[src/rtl/exc_pkg.sv]
// Shared definitions for the LEGv8 exception/interrupt controller:
// cause codes, FSM state encoding and small helpers.
package exc_pkg;

  localparam int ESTATUS_W = 4;
  localparam int IRQ_IDX_W = 3;

  localparam logic [ESTATUS_W-1:0] CAUSE_NONE       = 4'b0000;
  localparam logic [ESTATUS_W-1:0] CAUSE_BAD_OPCODE = 4'b0010;
  localparam logic [ESTATUS_W-1:0] CAUSE_IRQ_BASE   = 4'b1000;

  typedef enum logic [1:0] {
    IDLE    = 2'b00,
    SIGNAL  = 2'b01,
    HANDLER = 2'b10
  } exc_state_t;

  // Cause code for interrupt line idx: 4'b1000 + idx
  function automatic logic [ESTATUS_W-1:0] irq_cause(input logic [IRQ_IDX_W-1:0] idx);
    return CAUSE_IRQ_BASE | {1'b0, idx};
  endfunction

endpackage

[src/rtl/exc_pending.sv]
// Rising-edge detector and pending latch for the external interrupt lines.
// A set (rising edge) wins over a clear of the same bit in the same cycle.
module exc_pending
  import exc_pkg::*;
#(
  parameter int W = 4
) (
  input  logic         clk,
  input  logic         reset,
  input  logic [W-1:0] level_i,
  input  logic [W-1:0] clr_i,
  output logic [W-1:0] pending_o
);

  logic [W-1:0] prevLevel_q;
  logic [W-1:0] pending_q;
  logic [W-1:0] pending_d;
  logic [W-1:0] rise;

  // A line rises when it is high now and was low at the previous edge
  always_comb begin
    rise      = level_i & ~prevLevel_q;
    pending_d = (pending_q & ~clr_i) | rise;
  end

  // Edge history and pending bits, both cleared by reset
  always_ff @(posedge clk or posedge reset) begin
    if (reset) begin
      prevLevel_q <= '0;
      pending_q   <= '0;
    end else begin
      prevLevel_q <= level_i;
      pending_q   <= pending_d;
    end
  end

  assign pending_o = pending_q;

endmodule

[src/rtl/exc_arbiter.sv]
// Exception/interrupt controller: latches a synchronous bad-opcode fault
// and NIRQ interrupt lines, selects one by fixed priority, raises Exc until
// the datapath acknowledges, then blocks further exceptions until ERET.
// Optional build macro: EXC_IRQ_MASK_EN adds the irq_mask input.
module exc_arbiter
  import exc_pkg::*;
#(
  parameter int NIRQ = 4
) (
  input  logic                 clk,
  input  logic                 reset,
  input  logic                 bad_opcode,
  input  logic [NIRQ-1:0]      irq,
`ifdef EXC_IRQ_MASK_EN
  input  logic [NIRQ-1:0]      irq_mask,
`endif
  input  logic                 ExcAck,
  input  logic                 ERet,
  output logic                 Exc,
  output logic [ESTATUS_W-1:0] EStatus,
  output logic                 in_handler,
  output logic                 double_fault,
  output logic [NIRQ-1:0]      irq_pending
);

  exc_state_t           state_q, state_d;
  logic [ESTATUS_W-1:0] estatus_q, estatus_d;
  logic                 syncPending_q, syncPending_d;
  logic                 doubleFault_q, doubleFault_d;
  logic                 exc_q;
  logic                 inHandler_q;

  logic [NIRQ-1:0]      irqPending;
  logic [NIRQ-1:0]      irqClr;
  logic [NIRQ-1:0]      irqEnable;
  logic [NIRQ-1:0]      eligible;
  logic                 syncClr;
  logic                 irqFound;
  logic [IRQ_IDX_W-1:0] irqWinner;

  exc_pending #(
    .W(NIRQ)
  ) u_pending (
    .clk      (clk),
    .reset    (reset),
    .level_i  (irq),
    .clr_i    (irqClr),
    .pending_o(irqPending)
  );

`ifdef EXC_IRQ_MASK_EN
  assign irqEnable = irq_mask;
`else
  assign irqEnable = '1;
`endif

  assign eligible = irqPending & irqEnable;

  // Lowest-index eligible interrupt line wins
  always_comb begin
    irqFound  = 1'b0;
    irqWinner = '0;
    for (int i = 0; i < NIRQ; i++) begin
      if (eligible[i] && !irqFound) begin
        irqFound  = 1'b1;
        irqWinner = IRQ_IDX_W'(i);
      end
    end
  end

  // Next state, cause capture and pending-clear generation
  always_comb begin
    state_d   = state_q;
    estatus_d = estatus_q;
    irqClr    = '0;
    syncClr   = 1'b0;
    unique case (state_q)
      IDLE: begin
        // bad_opcode bypasses the latch so a fault is signalled one cycle later
        if (syncPending_q || bad_opcode) begin
          estatus_d = CAUSE_BAD_OPCODE;
          state_d   = SIGNAL;
        end else if (irqFound) begin
          estatus_d = irq_cause(irqWinner);
          state_d   = SIGNAL;
        end
      end
      SIGNAL: begin
        if (ExcAck) begin
          if (estatus_q == CAUSE_BAD_OPCODE) begin
            syncClr = 1'b1;
          end else begin
            for (int i = 0; i < NIRQ; i++) begin
              if (estatus_q[IRQ_IDX_W-1:0] == IRQ_IDX_W'(i)) irqClr[i] = 1'b1;
            end
          end
          estatus_d = CAUSE_NONE;
          state_d   = HANDLER;
        end
      end
      HANDLER: begin
        if (ERet) state_d = IDLE;
      end
      default: begin
        state_d   = IDLE;
        estatus_d = CAUSE_NONE;
      end
    endcase
  end

  // Fault bookkeeping: faults inside the handler are double faults, not new requests
  always_comb begin
    syncPending_d = (syncPending_q & ~syncClr) | (bad_opcode & (state_q != HANDLER));
    doubleFault_d = doubleFault_q | (bad_opcode & (state_q == HANDLER));
  end

  // State and registered outputs
  always_ff @(posedge clk or posedge reset) begin
    if (reset) begin
      state_q       <= IDLE;
      estatus_q     <= CAUSE_NONE;
      syncPending_q <= 1'b0;
      doubleFault_q <= 1'b0;
      exc_q         <= 1'b0;
      inHandler_q   <= 1'b0;
    end else begin
      state_q       <= state_d;
      estatus_q     <= estatus_d;
      syncPending_q <= syncPending_d;
      doubleFault_q <= doubleFault_d;
      exc_q         <= (state_d == SIGNAL);
      inHandler_q   <= (state_d == HANDLER);
    end
  end

  assign Exc          = exc_q;
  assign EStatus      = estatus_q;
  assign in_handler   = inHandler_q;
  assign double_fault = doubleFault_q;
  assign irq_pending  = irqPending;

endmodule
[config.mk]
export PLATFORM = sky130hd
export DESIGN_NAME = exc_arbiter
export DESIGN_NICKNAME = d
export VERILOG_FILES = /design/src/rtl/exc_pkg.sv /design/src/rtl/exc_pending.sv /design/src/rtl/exc_arbiter.sv
export SDC_FILE = /design/constraint.sdc
export NUM_CORES = 1
export LEC_CHECK = 0
export ABC_AREA = 0
export CAP_MARGIN = 20
export CELL_PAD_IN_SITES_DETAIL_PLACEMENT = 0
export CELL_PAD_IN_SITES_GLOBAL_PLACEMENT = 1
export CORE_MARGIN = 4
export CORE_UTILIZATION = 39
export CTS_BUF_LIST = sky130_fd_sc_hd__clkbuf_4 sky130_fd_sc_hd__clkbuf_8
export DETAILED_ROUTE_END_ITERATION = 8
export GPL_TIMING_DRIVEN = 0
export MAX_ROUTING_LAYER = met4
export PLACE_DENSITY_LB_ADDON = 0.1
export SLEW_MARGIN = 20
export SYNTH_ARGS = -nofsm -noshare
export SYNTH_HDL_FRONTEND = slang
export SYNTH_SLANG_ARGS = --single-unit
[constraint.sdc]
create_clock -name clk -period 2.7 [get_ports clk]
set_input_delay 0.81 -clock clk [delete_from_list [all_inputs] [get_ports clk]]
set_output_delay 0.81 -clock clk [all_outputs]
set_load 0.02 [all_outputs]
# After elaboration in Yosys (flattened, before gate mapping)
# Cells that the tools add are included.
[word_totals]
regBits = 18
word_cells = 67
out_inout_bits = 11
inputBits = 9
[classes]
muxes = 26
n_reduce_logical = 10
bitwise = 12
n_eq_ne = 11
[op_table]
columns = ["op", "count"]
rows = [
  ["$mux 4", 6],
  ["$mux 1", 12],
  ["$pmux 4 s3", 1],
  ["$mux 2", 5],
  ["$and 4x4->4", 2],
  ["$not 4->4", 2],
  ["$eq 3x2->1 const B", 2],
  ["$pmux 2 s3", 1],
  ["$eq 2x1->1 const B", 2],
  ["$eq 2x2->1 const B", 2],
  ["$eq 4x2->1 const B", 1],
  ["$ne 2x2->1 const B", 2],
  ["$or 4x4->4", 1],
  ["$and 1x1->1", 3],
  ["$eq 3x1->1 const B", 1],
  ["$logic_and 1x1->1", 3],
  ["$logic_not 1->1", 3],
  ["$logic_not 3->1", 1],
  ["$mux 3", 1],
  ["$ne 3x3->1 const B", 1],
  ["$reduce_and 3->1", 1],
  ["$logic_not 2->1", 1],
  ["$not 1->1", 2],
  ["$or 1x1->1", 2],
  ["$logic_or 1x1->1", 1],
]

# Depth between registers and ports, before layout
# Gate-level depths: netlist of run 1.
[depth]
depth_word = 14
mapped_depth = 4

# By module
# Synthesis of run 1 repeated with hierarchy kept, for this count alone.
[hier_totals]
cells_unflattened = 68
area_unflattened_um2 = 795.8
[by_module_without_submodules]
columns = ["mod", "area_per_inst_um2", "n_inst", "seq_area_each_um2", "cells_per_inst"]
rows = [
  ["exc_arbiter", 511.7, 1, 225.2, 47],
  ["exc_pending", 284.0, 1, 200.2, 21],
]

# Least setup slack after synthesis of run 1
# OpenSTA, ideal clock, no wires.
[synth_timing]
kind = "input to register"
from = "input bad_opcode"
to = "register estatus_q[0] (netlist: EStatus[0])"
n_path_buf = 0
setup_slack_ns = 1.148
arrival_ns = 1.474
path_stages = 3
t_required_ns = 2.622
path_cell_list = "or3_1 o221ai_1 o2bb2ai_1"
[synth_via]
elab_chain_cells = 3
elab_cells_between_ends = 5
classes_between = "eq/ne (1); mux (2); reduce/logical (2)"
[synth_lines]
columns = ["element", "line", "rtl"]
rows = [
  ["start, declared", "exc_arbiter.sv:12", "input logic bad_opcode,"],
  ["$logic_or 1x1->1 *", "exc_arbiter.sv:80", "if (syncPending_q || bad_opcode) begin"],
  ["$ne 3x3->1 (no line) or $mux 4 (tied branches)", "--", ""],
  ["$reduce_and 3->1 (no line) or $pmux 4 s3 (tied branches)", "--", ""],
  ["end signal, assigned", "exc_arbiter.sv:128", "estatus_q <= estatus_d;"],
  ["end, declared", "exc_arbiter.sv:27", "logic [ESTATUS_W-1:0] estatus_q, estatus_d;"],
]
# Mark *: on every way between the ends. The rest lies on a longest branch, timed or not.
# A chain may end at the register's enable or synchronous reset.

# Final worst setup path of run 1
[layout_timing]
from = "register estatus_q[0] (netlist: EStatus[0])"
to = "output EStatus[0]"
[layout_lines]
columns = ["element", "line", "rtl"]
rows = [
  ["end, declared", "exc_arbiter.sv:20", "output logic [ESTATUS_W-1:0] EStatus,"],
]
# No word-level cell between the ends.

==> results of run 1 <==
==> cell usage in the layout, fill, tap and decap left out, types with 3 or more instances in the layout <==
cell type / count
clkdlybuf4s50_1: 18
dfrtp_1: 17
inv_1: 10
o21ai_0: 8
o31ai_1: 4
clkbuf_4: 4
nand2_1: 3
nor2_1: 3
==> cell families after synthesis <==
| kind of cell | count (synthesis) |
|---|---|
| other | 1 |
| and+or+nand+nor | 13 |
| DFF | 17 |
| buffers and inverters | 12 |
| AOI/OAI and AO/OA | 23 |
==> stage by stage <==
step           hold WS (ns)  setup WS (ns)  area (sq um)
4_1_cts               0.431          0.479           951
5_1_grt               0.456          0.447           951
2_1_floorplan         0.400           1.15           709
3_5_place_dp          0.416          0.431           921
3_3_place_gp          0.403          0.459           921
6_report              0.425          0.506           951
==> power breakdown <==
| part | switching (mW) | leakage [nW] | internal [mW] |
|---|---|---|---|
| Combinational | 0.154 | 0.175 | 0.133 |
| Sequential | 0.0480 | 0.190 | 0.313 |
| Clock | 0.0765 | 0.0184 | 0.0675 |
| Total | 0.279 | 0.384 | 0.513 |
==> cell type report <==
cell class | instances | area share
multi-input combinational | 37 | 0.247
buffer | 2 | 0.0118
tap | 25 | 0.0329
timing repair buffer | 18 | 0.189
inverter | 10 | 0.0395
clock buffer | 4 | 0.0316
sequential | 17 | 0.447
==> flip-flops by register name (all words and copies together), names as in the netlist <==
name                   count
EStatus                    3
u_pending.pending_o        4
in_handler                 1
u_pending.prevLevel_q      4
double_fault               1
syncPending_q              1
state_q                    2
Exc                        1
==> layer usage <==
metal,global-route usage,vias to the layer above,part of all wire
met5,-,-,0
met1,0.154,272,0.46
met4,0.0942,0,0.022
met3,0.0386,4,0.066
li1,-,279,-
met2,0.200,20,0.45
==> worst register-to-register path: cells and delay by family, from the launching register on <==
| family | cells | cell delay (ns) |
|---|---|---|
| flops | 1 | 0.33 |
| simple gates | 1 | 0.30 |
| buf+inv | 1 | 0.28 |
| compound gates | 2 | 0.44 |
==> worst paths after layout <==
kind	from	end	slack [ns]
max in group asynchronous	reset	u_pending.pending_o[3]	1.40
worst min register to register	u_pending.prevLevel_q[0]	u_pending.pending_o[0]	0.42
min in group asynchronous	reset	u_pending.prevLevel_q[0]	0.89
worst min-delay path	u_pending.prevLevel_q[0]	u_pending.pending_o[0]	0.42
worst max register to register	state_q[0]	u_pending.pending_o[2]	1.22
worst max-delay path	EStatus[0]	EStatus[0]	0.51
==> results_tabular.tex, run 1 <==
\begin{tabular}{lr}
\hline
Metric & Value \\
\hline
\multicolumn{2}{l}{\textbf{Job}} \\
Max-cap violations & 0 \\
\multicolumn{2}{l}{\textbf{Setup path}} \\
Crit-path max FO & 6 \\
Path length in cells of the critical path & 1 \\
Largest stage delay on the critical path & approximately 0.64 ns \\
Data arrival at the endpoint of the critical path & between 1 and 1.5 ns \\
Library cell contributing the largest single delay on the critical path & clkdlybuf4s50\_1 \\
Top cell family by delay on the critical path & buffers and inverters \\
Crit path capture type & output pin \\
Crit path buf inv count & 1 \\
Required time of the critical path & 1.89 ns \\
Start-to-end type of the worst setup path & flop to output pin \\
Cell Chain, Critical Path & clkdlybuf4s50\_1 \\
Count of cells along the worst register-to-register path & 4 \\
Critical Path Start Type & flop \\
\multicolumn{2}{l}{\textbf{Floorplan}} \\
Starting density of the core & 0.411 \\
Boundary Pins & 20 \\
Core Footprint & about 1700 sq um \\
Die Area & about 2600 sq um \\
Std-Cell Rows & 15 \\
Horizontal die dimension & between 50 and 60 um \\
Die height & between 50 and 60 um \\
\multicolumn{2}{l}{\textbf{Synthesis}} \\
Count of unique library cells instantiated by Yosys & 23 \\
Synthesized area per cell & about 11 sq um \\
Most common cell in the synthesized netlist & dfrtp\_1 \\
Synthesized net count & 75 \\
Netlist area before placement & 709 sq um \\
Most common flop cell mapped by yosys & dfrtp\_1 \\
Compound-Gate Fraction of Synth Area & 0.226 \\
Synth async-reset ratio & 1.00 \\
Number of enable-type register cells in the synthesized netlist & 0 \\
Largest area contributor in the synthesized netlist & dfrtp\_1 \\
Syn Inst Count & 66 \\
Post-synth top cells & 17 x dfrtp\_1, 10 x inv\_1, 8 x o21ai\_0, 4 x o31ai\_1 \\
Warning count from the yosys run & 0 \\
Largest family of logic cells by synthesized area & compound AO/OA/AOI/OAI gates \\
Share of the synthesized area in the top cell type & 0.600 \\
Mux contribution to synthesized area & 0 \\
Largest cells by area after synthesis & dfrtp\_1 60\%, o21ai\_0 5.6\%, inv\_1 5.3\%, o31ai\_1 4.2\%, o2bb2ai\_1 2.5\% \\
Register bit total from synthesis & 17 \\
Fraction of the mapped netlist area in adder cells & 0 \\
Sequential share of the synthesized area & 0.600 \\
Simple-Gate Fraction of Synth Area & 0.101 \\
Parity-gate share of the synthesized area counting xor and xnor cells & 0 \\
\multicolumn{2}{l}{\textbf{Clock network}} \\
Clock latency on the worst-skew pair & around 0.29 ns \\
Gates resized, CTS repair & 0 \\
Clock transition at path regs & roughly 0.1 ns \\
H-tree Lvls & 1 \\
Maximum root-to-sink buffer count & 2 \\
CTS buffer count & 3 \\
Setup repair bufs after CTS & 0 \\
Root buf cell & clkbuf\_4 \\
Number of buffers inserted for hold repair after clock tree synthesis & 0 \\
Clock Sink Count & 17 \\
CTS tree & built \\
\multicolumn{2}{l}{\textbf{GRT}} \\
Number of global-route vias before repair & between 500 and 600 \\
Total overflow reported by the global router & 0 \\
Aggregate global-route resource usage & 0.134 \\
Global-route wire length before repair & 2.42 mm \\
Initial antenna violation count & 0 \\
Largest net degree at the start of global routing & 18 \\
\multicolumn{2}{l}{\textbf{Cells and area}} \\
Storage cell area & roughly 430 sq um \\
Total area of multi-input combinational cells & 235 sq um \\
Filler Cell Count & $\sim$170 \\
Count of inserted antenna diode cells & 0 \\
Final standard cell count with taps included and fillers excluded & approximately 110 \\
Core utilization of the finished layout & 0.551 \\
Area growth, synth to finish & 34.0\% \\
Number of nets in the final layout & 98 \\
Fraction of final layout cells with drive strength greater than 1 & 0.0682 \\
\multicolumn{2}{l}{\textbf{Route}} \\
Via density & between 5 and 6 \\
Number of nets with antenna violations after routing & 0 \\
Number of vias in the routed layout & between 500 and 600 \\
Detail-routed net length per standard cell & roughly 12 um \\
Drt first pass iters & 4 \\
Number of design-rule violations left by the first detailed-router iteration & 17 \\
DRC violations left & 0 \\
Total Routed Length & 1.39 mm \\
\multicolumn{2}{l}{\textbf{Place}} \\
Placer congestion estimate & $\sim$0.84 \\
Quantity of I/O buffers inserted on ports & 18 \\
Cell total after placement & 109 \\
Placed wire-length estimate & slightly above 1 mm \\
\multicolumn{2}{l}{\textbf{Timing}} \\
Minimum clock period & about 2.2 ns \\
Slew at the pin with the worst max-slew slack & 0.633 ns \\
Final critical-path share of the clock period & 0.812 \\
Clock skew & approximately 0.009 ns \\
Final number of max-transition violations & 0 \\
Aggregate negative setup slack & 0 ns \\
RSZ-0062 raised after global routing & false \\
Setup-failing EPs final & 0 \\
Final hold violation count & 0 \\
Worst slew margin relative to its limit & 0.578 \\
FMAX & between 400 and 500 MHz \\
\multicolumn{2}{l}{\textbf{Pwr}} \\
Power per unit of standard cell area & 833 nW/um\^{}2 \\
Post-route total power & between 700 and 800 uW \\
Peak supply drop & 0.000355 V \\
Static leakage power & between 0.3 and 0.4 nW \\
\multicolumn{2}{l}{\textbf{Worst hold path}} \\
Type of the worst min-delay path & flop to flop \\
Cell depth of the worst hold path & 1 \\
\multicolumn{2}{l}{\textbf{Run status}} \\
Outcome & finished clean \\
\hline
\end{tabular}
No activity file was read; power rests on OpenSTA's default activity.
==> run 2, diff against run 1 <==
--- a/config.mk
+++ b/config.mk
@@ -10,7 +10,7 @@
 export CELL_PAD_IN_SITES_DETAIL_PLACEMENT = 0
 export CELL_PAD_IN_SITES_GLOBAL_PLACEMENT = 1
 export CORE_MARGIN = 4
-export CORE_UTILIZATION = 39
+export CORE_UTILIZATION = 33
 export CTS_BUF_LIST = sky130_fd_sc_hd__clkbuf_4 sky130_fd_sc_hd__clkbuf_8
 export DETAILED_ROUTE_END_ITERATION = 8
 export GPL_TIMING_DRIVEN = 0
==> constraint.sdc (replaced) <==
create_clock -name clk -period 1.9 [get_ports clk]
set_input_delay 0.57 -clock clk [delete_from_list [all_inputs] [get_ports clk]]
set_output_delay 0.57 -clock clk [all_outputs]
set_load 0.02 [all_outputs]
==> run 2 against run 1 <==
Compared with the run above:
- clock power is 40% higher
- critical endpoint is now double_fault
- global-route usage is 1.9 points lower
- critical path type unchanged
- setup slack worse by 0.41 ns
==> results_tabular.tex, run 2 (synthesized netlist as in run 1, its figures left out) <==
\begin{tabular}{lr}
\hline
Metric & Value \\
\hline
\multicolumn{2}{l}{\textbf{Route}} \\
Total Routed Length & between 1 and 1.5 mm \\
Detail-routed net length per standard cell & approximately 12 um \\
Drt first pass iters & 4 \\
Number of design-rule violations left by the first detailed-router iteration & 5 \\
DRC violations left & 0 \\
Via density & between 4 and 5 \\
Number of nets with antenna violations after routing & 0 \\
Number of vias in the routed layout & between 500 and 600 \\
\multicolumn{2}{l}{\textbf{Place}} \\
Cell total after placement & 111 \\
Placer congestion estimate & 0.853 \\
Quantity of I/O buffers inserted on ports & 18 \\
Placed wire-length estimate & 1.04 mm \\
\multicolumn{2}{l}{\textbf{Clock network}} \\
CTS tree & built \\
Maximum root-to-sink buffer count & 2 \\
Clock Sink Count & 17 \\
Number of buffers inserted for hold repair after clock tree synthesis & 0 \\
CTS buffer count & 3 \\
Root buf cell & clkbuf\_4 \\
Clock latency on the worst-skew pair & $\sim$0.28 ns \\
H-tree Lvls & 1 \\
Setup repair bufs after CTS & 0 \\
Clock transition at path regs & about 0.10 ns \\
\multicolumn{2}{l}{\textbf{Setup path}} \\
Top cell family by delay on the critical path & buffers and inverters \\
Cell Chain, Critical Path & clkdlybuf4s50\_1 \\
Worst setup startpoint & double\_fault \\
Crit path capture type & output pin \\
Start-to-end type of the worst setup path & flop to output pin \\
Worst reg2reg startpoint & u\_pending.pending\_o[0] \\
Data arrival at the endpoint of the critical path & roughly 1.2 ns \\
Critical Path Start Type & flop \\
Library cell contributing the largest single delay on the critical path & clkdlybuf4s50\_1 \\
Largest stage delay on the critical path & roughly 0.60 ns \\
Crit-path max FO & 2 \\
Crit path buf inv count & 1 \\
Critical R2R Capture & EStatus[3] \\
Count of cells along the worst register-to-register path & 3 \\
R2r setup slk & between 0.4 and 0.5 ns \\
Required time of the critical path & around 1.3 ns \\
\multicolumn{2}{l}{\textbf{Cells and area}} \\
Top library cells by usage in the layout, fill and taps aside & 17 x dfrtp\_1, 11 x clkdlybuf4s50\_1, 10 x inv\_1, 8 x o21ai\_0, 7 x dlygate4sd2\_1 \\
Number of nets in the final layout & 98 \\
Area growth, synth to finish & 33.2\% \\
Final standard cell count with taps included and fillers excluded & roughly 120 \\
Fraction of final layout cells with drive strength greater than 1 & 0.0682 \\
Count of inserted antenna diode cells & 0 \\
Leading cell type in the layout, fill and taps excluded & dfrtp\_1 \\
\multicolumn{2}{l}{\textbf{GRT}} \\
Aggregate global-route resource usage & 0.115 \\
Global-route wire length before repair & about 2.3 mm \\
Total overflow reported by the global router & 0 \\
Initial antenna violation count & 0 \\
Number of global-route vias before repair & approximately 540 \\
Largest net degree at the start of global routing & 18 \\
\multicolumn{2}{l}{\textbf{Job}} \\
Max-cap violations & 0 \\
\multicolumn{2}{l}{\textbf{Worst hold path}} \\
Start point of the worst min-delay path & u\_pending.prevLevel\_q[1] \\
Cell depth of the worst hold path & 1 \\
Type of the worst min-delay path & flop to flop \\
Hold Crit Endpoint & u\_pending.pending\_o[1] \\
\multicolumn{2}{l}{\textbf{Timing}} \\
Worst slew margin relative to its limit & 0.576 \\
Final number of max-transition violations & 0 \\
Slew at the pin with the worst max-slew slack & roughly 0.63 ns \\
Minimum clock period & about 1.8 ns \\
Clock skew & around 0.006 ns \\
RSZ-0062 raised after global routing & false \\
Aggregate negative setup slack & 0 ns \\
FMAX & about 550 MHz \\
Final critical-path share of the clock period & 0.951 \\
Setup-failing EPs final & 0 \\
Final hold violation count & 0 \\
Worst hold slack after final layout & $\sim$0.42 ns \\
\multicolumn{2}{l}{\textbf{Pwr}} \\
Power per unit of standard cell area & 1170 nW/um\^{}2 \\
Peak supply drop & 0.000505 V \\
Static leakage power & slightly below 0.4 nW \\
\multicolumn{2}{l}{\textbf{Floorplan}} \\
Die height & approximately 54 um \\
Horizontal die dimension & roughly 54 um \\
Core Footprint & roughly 2000 sq um \\
Starting density of the core & 0.354 \\
Die Area & 2960 sq um \\
Boundary Pins & 20 \\
Std-Cell Rows & 16 \\
\multicolumn{2}{l}{\textbf{Run status}} \\
Outcome & finished clean \\
\hline
\end{tabular}
run 2: cell count changes in the layout (fill, tap and decap cells not counted), sizes merged:
cell	change
clkdlybuf4s50	-7
dlygate4sd2	+7
run 2: worst max path at each step:
stage	slack (ns)	endpoint	cells after the start
2_1_floorplan	0.40	EStatus[3]	3
3_3_place_gp	-0.11	u_pending.pending_o[2]	4
3_5_place_dp	-0.13	u_pending.pending_o[2]	4
4_1_cts	0.07	double_fault	1
5_1_grt	0.01	double_fault	1
6_report	0.09	double_fault	1
run 2: repair_timing:
action                                 in CTS  in global routing
gates resized for setup                     7                  0
setup endpoints to repair                   7                  0
endpoints found under the hold margin       0                  0
run 2: per-stage QoR:
step	area, sq um	setup WS (ns)	utilization	power [mW]
3_3_place_gp	923	-0.107	0.461	0.932
4_1_cts	945	0.0709	0.472	1.12
3_5_place_dp	923	-0.129	0.461	0.927
6_report	945	0.0933	0.472	1.10
5_1_grt	945	0.0119	0.472	1.18
2_1_floorplan	709	0.401	-	0.751
run 2: layout make-up:
class,instances,area [sq um]
flip-flops and latches,17,425
clock buffers,4,30.0
plain buffers,2,11.3
repair buffers,18,171
well taps,27,33.8
inverters,10,37.5
fillers,205,1060
multi-input cells,37,235
run 2: worst reg2reg max path, cell delays in order, from the launching register on:
cell       delay [ns]
dfrtp_1          0.44
or4_4            0.58
o2bb2ai_1        0.14
a22o_1           0.22
run 2: layer usage:
metal  global-route usage  vias up  part of all wire
met3               0.0327        2             0.049
met1                0.131      251              0.49
met4               0.0622        0            0.0065
met5                    -        -                 0
li1                     -      277                 -
met2                0.181       12              0.46
run 2: power breakdown:
part	leakage [nW]	total (mW)	internal, mW	switching (mW)
registers	0.190	0.512	0.445	0.0673
clock network	0.0184	0.202	0.0957	0.107
logic	0.179	0.387	0.171	0.216
total	0.388	1.10	0.712	0.390
==> RTL change (flow settings as in run 2) <==
Register the output `irq_pending`, with the module's reset; this adds one clock of latency there. The other outputs are not delayed to match.
--- a/src/rtl/exc_arbiter.sv
+++ b/src/rtl/exc_arbiter.sv
@@ -139,3 +139,9 @@
   assign double_fault = doubleFault_q;
-  assign irq_pending  = irqPending;
+  always_ff @(posedge clk or posedge reset) begin
+    if (reset) begin
+      irq_pending <= '0;
+    end else begin
+      irq_pending <= irqPending;
+    end
+  end
 
Behaviour: not the same (Yosys sat finds a counterexample within 4 cycles, from zero or initial values and one cycle with reset high).
==> RTL change against run 2 <==
- worst setup slack worse by 0.018 ns
- fmax is 1.0% lower
- register-to-register slack improved by 0.22 ns
- clock skew decreased by 0.0021 ns
- routed wire length increased by 23%
- sequential cell count is 4 higher
- count of clock-buffer cells in the layout stayed put
- utilization decreased by 2.9 points
- total power increased by 21%
- combinational power rose by 23%
- synthesized area up 20%
- cell area rose by 16%
- critical path type unchanged
- critical endpoint is now in_handler
- highest routed layer unchanged
==> RTL change: results (changes against run 2) <==
* Final period utilization at 96.1% (+0.97 points)
* LEAKAGE at 0.462 nW (+19%)
* Worst setup startpoint: in_handler
* Deepest level of the CTS H-tree at 1 (unchanged)
* Run status: complete, no violations
* Largest net degree at the start of global routing at 22 (+4)
* Worst-Margin Slew at 0.808 ns (+0.173 ns)
* GRT Util Overall at 12.5% (+1.0 points)
* DR iter-0 viols at 19 (+14)
* Total number of nets in the final design at 100 (+2.0%)
* Share of the yosys chip area belonging to registers at 61.8% (+1.8 points)
* Worst hold path stage count at 1 (unchanged)
* Capture endpoint of the worst hold path: u_pending.pending_o[0]
* Reg-to-reg setup timing slack at 0.64 ns (+0.22 ns)
* Synthesized net count at 77 (+2.7%)
* Fraction of layout instances using a drive strength above 1 at 12.2% (+5.4 points)
* Crit path capture: in_handler
* Post-DP Area at 1070 um^2 (+16%)
* Resize count post-CTS at 3 (-4)
* Most instantiated cells after synthesis: sky130_fd_sc_hd__dfrtp_1, sky130_fd_sc_hd__o21ai_0, sky130_fd_sc_hd__inv_1
* Via-per-instance ratio at 5.04 (+7.0%)
* Maximum clock skew at final layout at 0.00384 ns (-0.00205 ns)
* Count of yosys warnings during synthesis at 0 (unchanged)
* Mapped Cells at 68 (+3.0%)
* Worst Hold Margin at 0.424 ns (+0.00569 ns)
* Antenna violations before repair at 0 (unchanged)
* Buffers added on ports at 18 (unchanged)
* Number of different library cells in the post-synthesis netlist at 26 (+13%)
* Number of cells on the worst reg-to-reg path at 3 (unchanged)
* Critical path fanouts, max at 1 (-1)
* Last weighted congestion value of the routability-driven placer at 0.732 (-14%)
* Fraction of synthesis flops using an asynchronous set or reset pin at 100% (unchanged)
* Number of global-route vias before repair at 617 (+14%)
* Non-Filler Instances at 120 (+4.3%)
* First-pass GRT wire length at 2990 um (+28%)
* Final HPWL DP at 1200 um (+16%)
* Skew-Pair Late Insertion Delay at 0.31 ns (+0.03 ns)
* Origin of the worst min-delay path: u_pending.prevLevel_q[0]
* Total Routed Length at 1720 um (+23%)
* Setup bufs post-CTS at 0 (unchanged)
* Minimum setup slack after placement at 0.00645 ns (+0.135 ns)
* Worst VDD drop at 0.625 mV (+24%)
* Synth top area cells: sky130_fd_sc_hd__dfrtp_1, sky130_fd_sc_hd__o21ai_0, sky130_fd_sc_hd__inv_1
* CTS clock-pin slew for the worst setup and hold paths at 0.12 ns (+0.02 ns)
* Capture point of the worst reg-to-reg path: EStatus[1]
* Switching part of the total power at 34.8% (-0.56 points)
-- RTL change: changes by cell type in the layout (fill, tap and decap cells not counted), moves of 2 or more --
| cell | change |
|---|---|
| sky130_fd_sc_hd__inv_1 | -2 |
| sky130_fd_sc_hd__clkdlybuf4s50_1 | +3 |
| sky130_fd_sc_hd__o31ai_1 | -3 |
| sky130_fd_sc_hd__a211oi_1 | -2 |
| sky130_fd_sc_hd__a221oi_1 | +2 |
| sky130_fd_sc_hd__dlygate4sd2_1 | -4 |
| sky130_fd_sc_hd__o32ai_1 | +3 |
| sky130_fd_sc_hd__dfrtp_1 | +4 |
| sky130_fd_sc_hd__o2bb2ai_1 | -2 |
-- RTL change: cells by family (layout without fill, tap and decap cells) --
family	after synthesis	count (layout)	share of synthesized area [%]
buffers and inverters	11	33	6.32
other	1	1	0.441
AOI/OAI and AO/OA	21	21	18.1
and+or+nand+nor	14	14	13.4
DFF	21	21	61.8
-- RTL change: cell type report --
| type | instances | area [um^2] |
|---|---|---|
| Fill cell | 246 | 1380 |
| Sequential cell | 21 | 526 |
| Multi-Input combinational cell | 36 | 272 |
| Timing Repair Buffer | 18 | 179 |
| Tap cell | 30 | 37.5 |
| Clock buffer | 4 | 30.0 |
| Inverter | 8 | 30.0 |
| Buffer | 3 | 23.8 |
-- RTL change: routing by layer --
layer	global-route usage, %	share of wire, %
met1	16.6	48
met5	-	0
met2	16.4	44
met3	3.29	5.0
met4	8.74	2.7
-- RTL change: power groups by stage --
stage | Combinational, mW | Clock, mW | Sequential (mW)
floorplan | 0.239 | 0 | 0.686
global placement | 0.491 | 0 | 0.631
detailed placement | 0.493 | 0 | 0.631
CTS | 0.486 | 0.244 | 0.621
global route | 0.526 | 0.271 | 0.636
finish | 0.476 | 0.234 | 0.618
